**config.mk**
```make
export PLATFORM = sky130hd
export DESIGN_NAME = pipe_hazard_ctrl
export DESIGN_NICKNAME = d
export VERILOG_FILES = /design/src/rtl/pipe_hazard_ctrl.sv
export SDC_FILE = /design/constraint.sdc
export NUM_CORES = 1
export LEC_CHECK = 0
export CAP_MARGIN = 20
export CORE_ASPECT_RATIO = 1.25
export CORE_MARGIN = 2
export CORE_UTILIZATION = 55
export CTS_BUF_LIST = sky130_fd_sc_hd__clkbuf_2 sky130_fd_sc_hd__clkbuf_4 sky130_fd_sc_hd__clkbuf_8
export DETAILED_ROUTE_END_ITERATION = 16
export GPL_ROUTABILITY_DRIVEN = 0
export GPL_TIMING_DRIVEN = 0
export PLACE_DENSITY = 0.84
export SYNTH_ARGS = -nofsm -noshare
export SYNTH_HDL_FRONTEND = slang
export SYNTH_SLANG_ARGS = --single-unit
```
**constraint.sdc**
```tcl
create_clock -name clk -period 7.1 [get_ports clk]
set_clock_uncertainty 0.15 [all_clocks]
set_input_delay 1.42 -clock clk [delete_from_list [all_inputs] [get_ports clk]]
set_output_delay 1.42 -clock clk [all_outputs]
set_load 0.05 [all_outputs]
```
**src/rtl/pipe_hazard_ctrl.sv**
```systemverilog
// Issue-stage hazard controller: tracks in-flight writers in a small scoreboard
// and decides per cycle whether ID stalls or which stage each operand forwards from.
module pipe_hazard_ctrl #(
    parameter int REG_AW     = 5,
    parameter int NUM_SRC    = 2,
    parameter int PIPE_DEPTH = 3,
    parameter int CNT_W      = 32,
    parameter int SELW       = $clog2(PIPE_DEPTH + 1)
) (
    input  logic                        clk,
    input  logic                        reset,
    input  logic                        hold,
    input  logic                        flush,
    input  logic                        fwd_mode,
    input  logic                        clr_cnt,
    input  logic                        id_valid,
    input  logic [NUM_SRC*REG_AW-1:0]   id_src_addr,
    input  logic [NUM_SRC-1:0]          id_src_used,
    input  logic [REG_AW-1:0]           id_dest,
    input  logic                        id_reg_write,
    input  logic                        id_is_load,
    output logic                        stall,
    output logic [NUM_SRC*SELW-1:0]     fwd_sel,
    output logic [CNT_W-1:0]            stall_cnt,
    output logic [CNT_W-1:0]            load_use_cnt,
    output logic [CNT_W-1:0]            fwd_cnt,
    output logic [CNT_W-1:0]            issue_cnt
);

    // Scoreboard: index 0 is the instruction just issued (EX), the last index is WB.
    logic [PIPE_DEPTH-1:0] sb_v_reg;
    logic [PIPE_DEPTH-1:0] sb_wr_reg;
    logic [PIPE_DEPTH-1:0] sb_ld_reg;
    logic [REG_AW-1:0]     sb_dest_reg [PIPE_DEPTH];

    logic [NUM_SRC*PIPE_DEPTH-1:0] match;
    logic [NUM_SRC-1:0]            fwd_nz;
    logic                          raw_hazard;
    logic                          lu_hazard;
    logic                          hazard;
    logic                          issue;
    logic                          load_use_stall;
    logic [CNT_W-1:0]              fwd_pop;
    logic [3:0][CNT_W-1:0]         cnt_inc;

    genvar gi, gk;

    generate
        for (gi = 0; gi < NUM_SRC; gi++) begin : g_src
            logic [REG_AW-1:0] src_addr;
            logic [SELW-1:0]   sel;

            assign src_addr = id_src_addr[gi*REG_AW +: REG_AW];

            // r0 is hard-wired to zero, so it never creates a dependency.
            for (gk = 0; gk < PIPE_DEPTH; gk++) begin : g_stage
                assign match[gi*PIPE_DEPTH + gk] = id_src_used[gi] & sb_v_reg[gk] & sb_wr_reg[gk]
                                                 & (sb_dest_reg[gk] == src_addr) & (|src_addr);
            end

            // Scan oldest to youngest so the youngest producer overwrites older ones.
            always_comb begin
                sel = '0;
                if (fwd_mode) begin
                    for (int k = PIPE_DEPTH - 1; k >= 0; k--) begin
                        if (match[gi*PIPE_DEPTH + k]) begin
                            sel = SELW'(k + 1);
                        end
                    end
                end
            end

            assign fwd_sel[gi*SELW +: SELW] = sel;
            assign fwd_nz[gi]               = |sel;
        end
    endgenerate

    // Without forwarding, WB writes in the first half-cycle so only EX..MEM conflict.
    always_comb begin
        raw_hazard = 1'b0;
        lu_hazard  = 1'b0;
        for (int s = 0; s < NUM_SRC; s++) begin
            for (int k = 0; k < PIPE_DEPTH - 1; k++) begin
                raw_hazard = raw_hazard | match[s*PIPE_DEPTH + k];
            end
            lu_hazard = lu_hazard | (match[s*PIPE_DEPTH] & sb_ld_reg[0]);
        end
    end

    assign hazard         = fwd_mode ? lu_hazard : raw_hazard;
    assign stall          = id_valid & hazard & ~flush;
    assign issue          = id_valid & ~stall & ~flush;
    assign load_use_stall = stall & fwd_mode;

    always_ff @(posedge clk or posedge reset) begin
        if (reset) begin
            sb_v_reg  <= '0;
            sb_wr_reg <= '0;
            sb_ld_reg <= '0;
            for (int k = 0; k < PIPE_DEPTH; k++) begin
                sb_dest_reg[k] <= '0;
            end
        end else if (!hold) begin
            for (int k = PIPE_DEPTH - 1; k >= 1; k--) begin
                sb_v_reg[k]    <= sb_v_reg[k-1];
                sb_wr_reg[k]   <= sb_wr_reg[k-1];
                sb_ld_reg[k]   <= sb_ld_reg[k-1];
                sb_dest_reg[k] <= sb_dest_reg[k-1];
            end
            // A stall or flush inserts a bubble, which lets a RAW drain on its own.
            sb_v_reg[0]    <= issue;
            sb_wr_reg[0]   <= issue & id_reg_write;
            sb_ld_reg[0]   <= issue & id_is_load;
            sb_dest_reg[0] <= issue ? id_dest : '0;
        end
    end

    always_comb begin
        fwd_pop = '0;
        for (int s = 0; s < NUM_SRC; s++) begin
            fwd_pop = fwd_pop + CNT_W'(fwd_nz[s]);
        end
    end

    always_comb begin
        cnt_inc[0] = CNT_W'(stall);
        cnt_inc[1] = CNT_W'(load_use_stall);
        cnt_inc[2] = issue ? fwd_pop : '0;
        cnt_inc[3] = CNT_W'(issue);
    end

    // Event counters: clear beats hold, hold beats increment, increments saturate.
    generate
        for (gi = 0; gi < 4; gi++) begin : g_cnt
            logic [CNT_W-1:0] cnt_reg;
            logic [CNT_W:0]   sum_next;

            assign sum_next = {1'b0, cnt_reg} + {1'b0, cnt_inc[gi]};

            always_ff @(posedge clk or posedge reset) begin
                if (reset) begin
                    cnt_reg <= '0;
                end else if (clr_cnt) begin
                    cnt_reg <= '0;
                end else if (!hold) begin
                    cnt_reg <= sum_next[CNT_W] ? '1 : sum_next[CNT_W-1:0];
                end
            end
        end
    endgenerate

    assign stall_cnt    = g_cnt[0].cnt_reg;
    assign load_use_cnt = g_cnt[1].cnt_reg;
    assign fwd_cnt      = g_cnt[2].cnt_reg;
    assign issue_cnt    = g_cnt[3].cnt_reg;

endmodule

```
Word-level counts from Yosys, hierarchy flattened
Cells that the tools add are included.
- register bits after elaboration: 150
- input bits: 26
- output and inout bits: 133
- word-level logic and storage cells: 88
- $add $sub $neg: 5
- equal/unequal tests: 7
- muxes and demuxes: 23
- bitwise gates (word level): 39
- reduce and logical (&&, ||, !) cells: 4
- operator list (kind ; count):
    32-bit two-way mux ; 12
    32-bit by 1-bit adder with 33-bit output ; 3
    32-bit by 2-bit adder with 33-bit output ; 1
    1-bit bitwise AND ; 33
    5-bit == test ; 6
    2-bit two-way mux ; 9
    5-bit OR reduction ; 2
    5-bit two-way mux ; 1
    1-bit OR ; 4
    2-bit OR reduction ; 2
    1-bit by 1-bit adder with 2-bit output ; 1
    2-bit by 1-bit != test with 1-bit output, second input constant ; 1
    1-bit NOT ; 2
    1-bit two-way mux ; 1

Logic depth before layout (Yosys ltp)
- depth after elaboration: 18
- depth in mapped cells: 18
- gate-level depth less buffers: 16

Worst setup path after synthesis
OpenSTA, ideal clock, no wires.
- kind: input to register
- start: input port id_src_addr[2]
- end: register g_cnt[0].cnt_reg[28] (netlist: stall_cnt[28])
- library setup time: 0.132 ns
- data arrival time: 5.003 ns
- required time: 6.818 ns
- setup slack: 1.815 ns
- cell stages on the path: 15
- path buffers: 1
- path through: or4_1 o21ai_0 or4_1 a21oi_1 o221ai_2 buf_2 inv_1 ha_1 ha_1 nand3_1 or4_1 nor3_1 nand3_1 mux2i_1 nor2_1
- word-level cells in the longest chain between the ends: 13
- elaborated cells between the ends (all ways): 19
- those cells by class: add/sub (1); eq/ne (2); mux (4); bitwise (11); reduce/logical (1)
- ends and longest elaborated chain (item ; line ; source):
    start: declaration ; 17 ; input logic [NUM_SRC*REG_AW-1:0] id_src_addr,
    5-bit == test ; 58 ; & (sb_dest_reg[gk] == src_addr) & (|src_addr);
    1-bit bitwise AND (2 in series) ; 58 ;
    1-bit OR (3 in series) ; 84 ; raw_hazard = raw_hazard | match[s*PIPE_DEPTH + k];
    1-bit two-way mux (*) ; 90 ; assign hazard = fwd_mode ? lu_hazard : raw_hazard;
    1-bit bitwise AND (*) (2 in series) ; 91 ; assign stall = id_valid & hazard & ~flush;
    net stall ; 22 ; output logic stall,
    32-bit by 1-bit adder with 33-bit output (*) ; 138 ; assign sum_next = {1'b0, cnt_reg} + {1'b0, cnt_inc[gi]};
    32-bit two-way mux (*) ; 146 ; cnt_reg <= sum_next[CNT_W] ? '1 : sum_next[CNT_W-1:0];
    32-bit two-way mux (*) ; 145 ; end else if (!hold) begin
    32-bit two-way mux (*) ; 143 ; end else if (clr_cnt) begin
    end signal: assignment ; 146 ;
    end: declaration ; 135 ; logic [CNT_W-1:0] cnt_reg;
Mark *: on every way through the listed nets, which the timed path passes. The rest lies on a longest branch. The select of a mux whose other input is x is not followed.
A chain may end at the register's enable or synchronous reset.

Worst setup path in the final report
- start: input port id_src_addr[1]
- end: output port stall
- word-level cells in the longest chain between the ends: 9
- elaborated cells between the ends (all ways): 15
- those cells by class: eq/ne (2); mux (1); bitwise (11); reduce/logical (1)
- ends and longest elaborated chain (item ; line):
    5-bit == test ; 58
    1-bit bitwise AND (2 in series) ; 58
    1-bit OR (3 in series) ; 84
    1-bit two-way mux (*) ; 90
    1-bit bitwise AND (*) (2 in series) ; 91
    end: declaration ; 22
Mark *: on every way between the ends. The rest lies on a longest branch, timed or not.

==> results by group <==
Run status
  – Run status: completed

Detailed routing
  – Metal1 wirelength: 10.78 mm
  – Drt wl/cell: 19.61 um
  – Initial DRC Count: 917
  – DRC viols: 0
  – TritonRoute pass-1 iters: 6
  – Via-per-instance ratio: 6.417
  – Routed vias: 8663
  – Top sig layer: met4
  – Met3 Routed Length: 2.352 mm
  – DR WL met2: 12.40 mm
  – Routed Antenna Nets: 0
  – Routed wire length: 26.48 mm

Power
  – Part of the power in the clock network: 0.399
  – Psw: 0.4473 mW
  – Flop pwr share: 0.518
  – Worst VDD drop: 102.1 uV
  – Internal: 1.254 mW
  – Tot Pwr: 1.701 mW
  – Leak: 4.204 nW
  – Gate power share: 0.083
  – Power per standard cell area: 157.6 nW/um2
  – Sw Ratio: 0.2629

GRT
  – Total grt overflow: 0
  – Total track usage: 0.3259
  – Vias in the first global route: 8026
  – Global-route wire length before repair: 42.03 mm
  – Largest net degree at the start of global routing: 96
  – Initial antenna violation count: 0

Yosys
  – Post-synth cell types: 60
  – Post-Syn Instances: 952
  – Seq/Total Area, Yosys: 0.4399
  – Syn nets: 988
  – Synth Flop Type: dfrtp_1
  – Synth warn: 0
  – Post-synth EDFFs: 0
  – FF+latch count, synth: 150
  – Asr flop ratio synth: 1.000
  – Cell area after synthesis: 8532 um2
  – Avg Inst Size Synth: 8.962 um2

Timing
  – Unrepaired setup endpoints after global routing: false
  – Measured slew at the worst slew-check pin: 0.9400 ns
  – Fin crit period: 6.461 ns
  – Slew Viols, Final: 0
  – Setup TNS: 0 ns
  – Period utilization: 0.9100
  – Highest Clock Rate: 154.8 MHz
  – Hold Vio Cnt, Final: 0
  – Setup ws final: 0.6392 ns
  – Slew margin rel.: 0.3676
  – Final setup fails: 0

Clocking
  – Post CTS Setup Buffer Count: 0
  – Post-CTS Resized: 0
  – Total CTS buffers: 17
  – Htree depth: 4
  – Clock Path Buffers: 2
  – Root Buffer: clkbuf_8
  – Post-cts hold buffer count: 0
  – Clock latency on the worst-skew pair: 0.46 ns
  – CTS tree: done
  – Clock transition at path regs: 0.08 ns
  – Clk sinks: 150

Floorplan
  – Core Area: 15080 um2
  – Ports: 159
  – Die area: 16530 um2
  – Chip Width: 115.4 um
  – Initial core utilization: 0.5659
  – Die H: 143.3 um
  – Row count: 50

Final layout
  – Post-Layout Cell Count: 1350
  – Share of cells above drive strength 1: 0.06655
  – Post-route cell area: 10800 um2
  – Commonest non-fill, non-tap cell in the layout: clkdlybuf4s50_1
  – Fill count: 1125
  – Area Overhead vs Synth: 26.56%
  – Final #Nets: 1165
  – Commonest cells after routing, fill and taps aside: clkdlybuf4s50_1, dfrtp_1, nor2_1
  – Antenna fix cells: 0

Worst setup path
  – Worst path cell trace: clkdlybuf4s50_1 -> or4_1 -> o21ai_0 -> nor3_1 -> or2_2 -> o221ai_2 -> buf_2 -> inv_1 -> clkdlybuf4s50_1
  – Worst Path Arrival: 4.89 ns
  – Critical Path RT: 5.53 ns
  – CP max-delay cell: clkdlybuf4s50_1
  – CP dominant cell by count: clkdlybuf4s50_1
  – Max incr delay on CP: 0.72 ns
  – CP Launch Type: input pin
  – Setup Crit Path Kind: in2out
  – CP endpoint kind: primary output
  – Crit-path max FO: 10

Placement
  – # port buffers: 157
  – Placed wire-length estimate: 18.57 mm
  – Placed Area: 10400 um2
  – Dpl ws: 0.5035 ns
  – Placed Instances: 1318

Run
  – Max-cap violations: 0

Hold path
  – Worst Hold Class: reg2reg
[cell families after synthesis]
| family | after synthesis | share of synthesized area |
|---|---|---|
| fa+ha+maj | 10 | 0.01555 |
| mux | 25 | 0.03168 |
| buf+inv | 93 | 0.04253 |
| xor+xnor | 33 | 0.03388 |
| flops | 150 | 0.4399 |
| simple gates | 428 | 0.2599 |
| compound gates | 213 | 0.1766 |
[path summary, 6_finish.rpt]
kind,start,to,slack (ns),cells after the start
worst max register to register,sb_dest_reg[6],stall_cnt[7],2.18,16
worst max-delay path,id_src_addr[1],stall,0.64,9
worst min-delay path,stall_cnt[30],stall_cnt[30],0.38,1
min in group asynchronous,reset,sb_dest_reg[8],1.22,2
worst min register to register,stall_cnt[30],stall_cnt[30],0.38,1
max in group asynchronous,reset,issue_cnt[14],4.71,3
[power by group through the flow]
stage	combinational [mW]	clock [mW]	sequential, mW
final	0.141	0.678	0.881
after global routing	0.153	0.719	0.883
after CTS	0.141	0.681	0.881
after detailed placement	0.140	0	0.898
after global placement	0.136	0	0.897
after floorplan	0.0752	0	0.901
[cell usage after synthesis, drive strengths merged (23+ instances only)]
cell	instances	share of area
a211oi	23	0.020
nor2	103	0.045
a221oi	23	0.024
inv	40	0.018
nand2	62	0.027
a21oi	49	0.029
dfrtp	150	0.44
o21ai	28	0.016
clkbuf	43	0.019
nand3	60	0.035
nand4	27	0.021
and3	47	0.034
a311oi	25	0.026
nor3	58	0.034
xnor2	31	0.032
[layer usage]
| layer | vias to the layer above | global-route usage |
|---|---|---|
| met2 | 518 | 0.5091 |
| met3 | 69 | 0.06367 |
| met5 | - | 0 |
| li1 | 3914 | - |
| met4 | 0 | 0.1325 |
| met1 | 4162 | 0.4452 |
[critical path: cells and delay by family]
family                 cells  cell delay (ns)
AOI/OAI and AO/OA          2             0.67
buffers and inverters      4             1.72
and+or+nand+nor            3             1.08
[final cells by class]
cell class | count | area, um2 | share of cell area
clock buffer | 21 | 276.5 | 0.02561
inverter | 40 | 155.1 | 0.01437
buffer | 53 | 212.7 | 0.01970
tap | 208 | 260.3 | 0.02410
sequential | 150 | 3754 | 0.3476
multi-input combinational | 709 | 4415 | 0.4089
timing repair buffer | 158 | 1599 | 0.1481
clock inverter | 11 | 125.1 | 0.01159
[metrics by stage]
step             util  hold slack, ns
2_1_floorplan       -          0.3493
3_3_place_gp   0.6874          0.3623
3_5_place_dp   0.6895          0.3689
4_1_cts        0.7162          0.3811
5_1_grt        0.7162          0.4159
6_report       0.7162          0.3828
No activity file was read; power rests on OpenSTA's default activity.
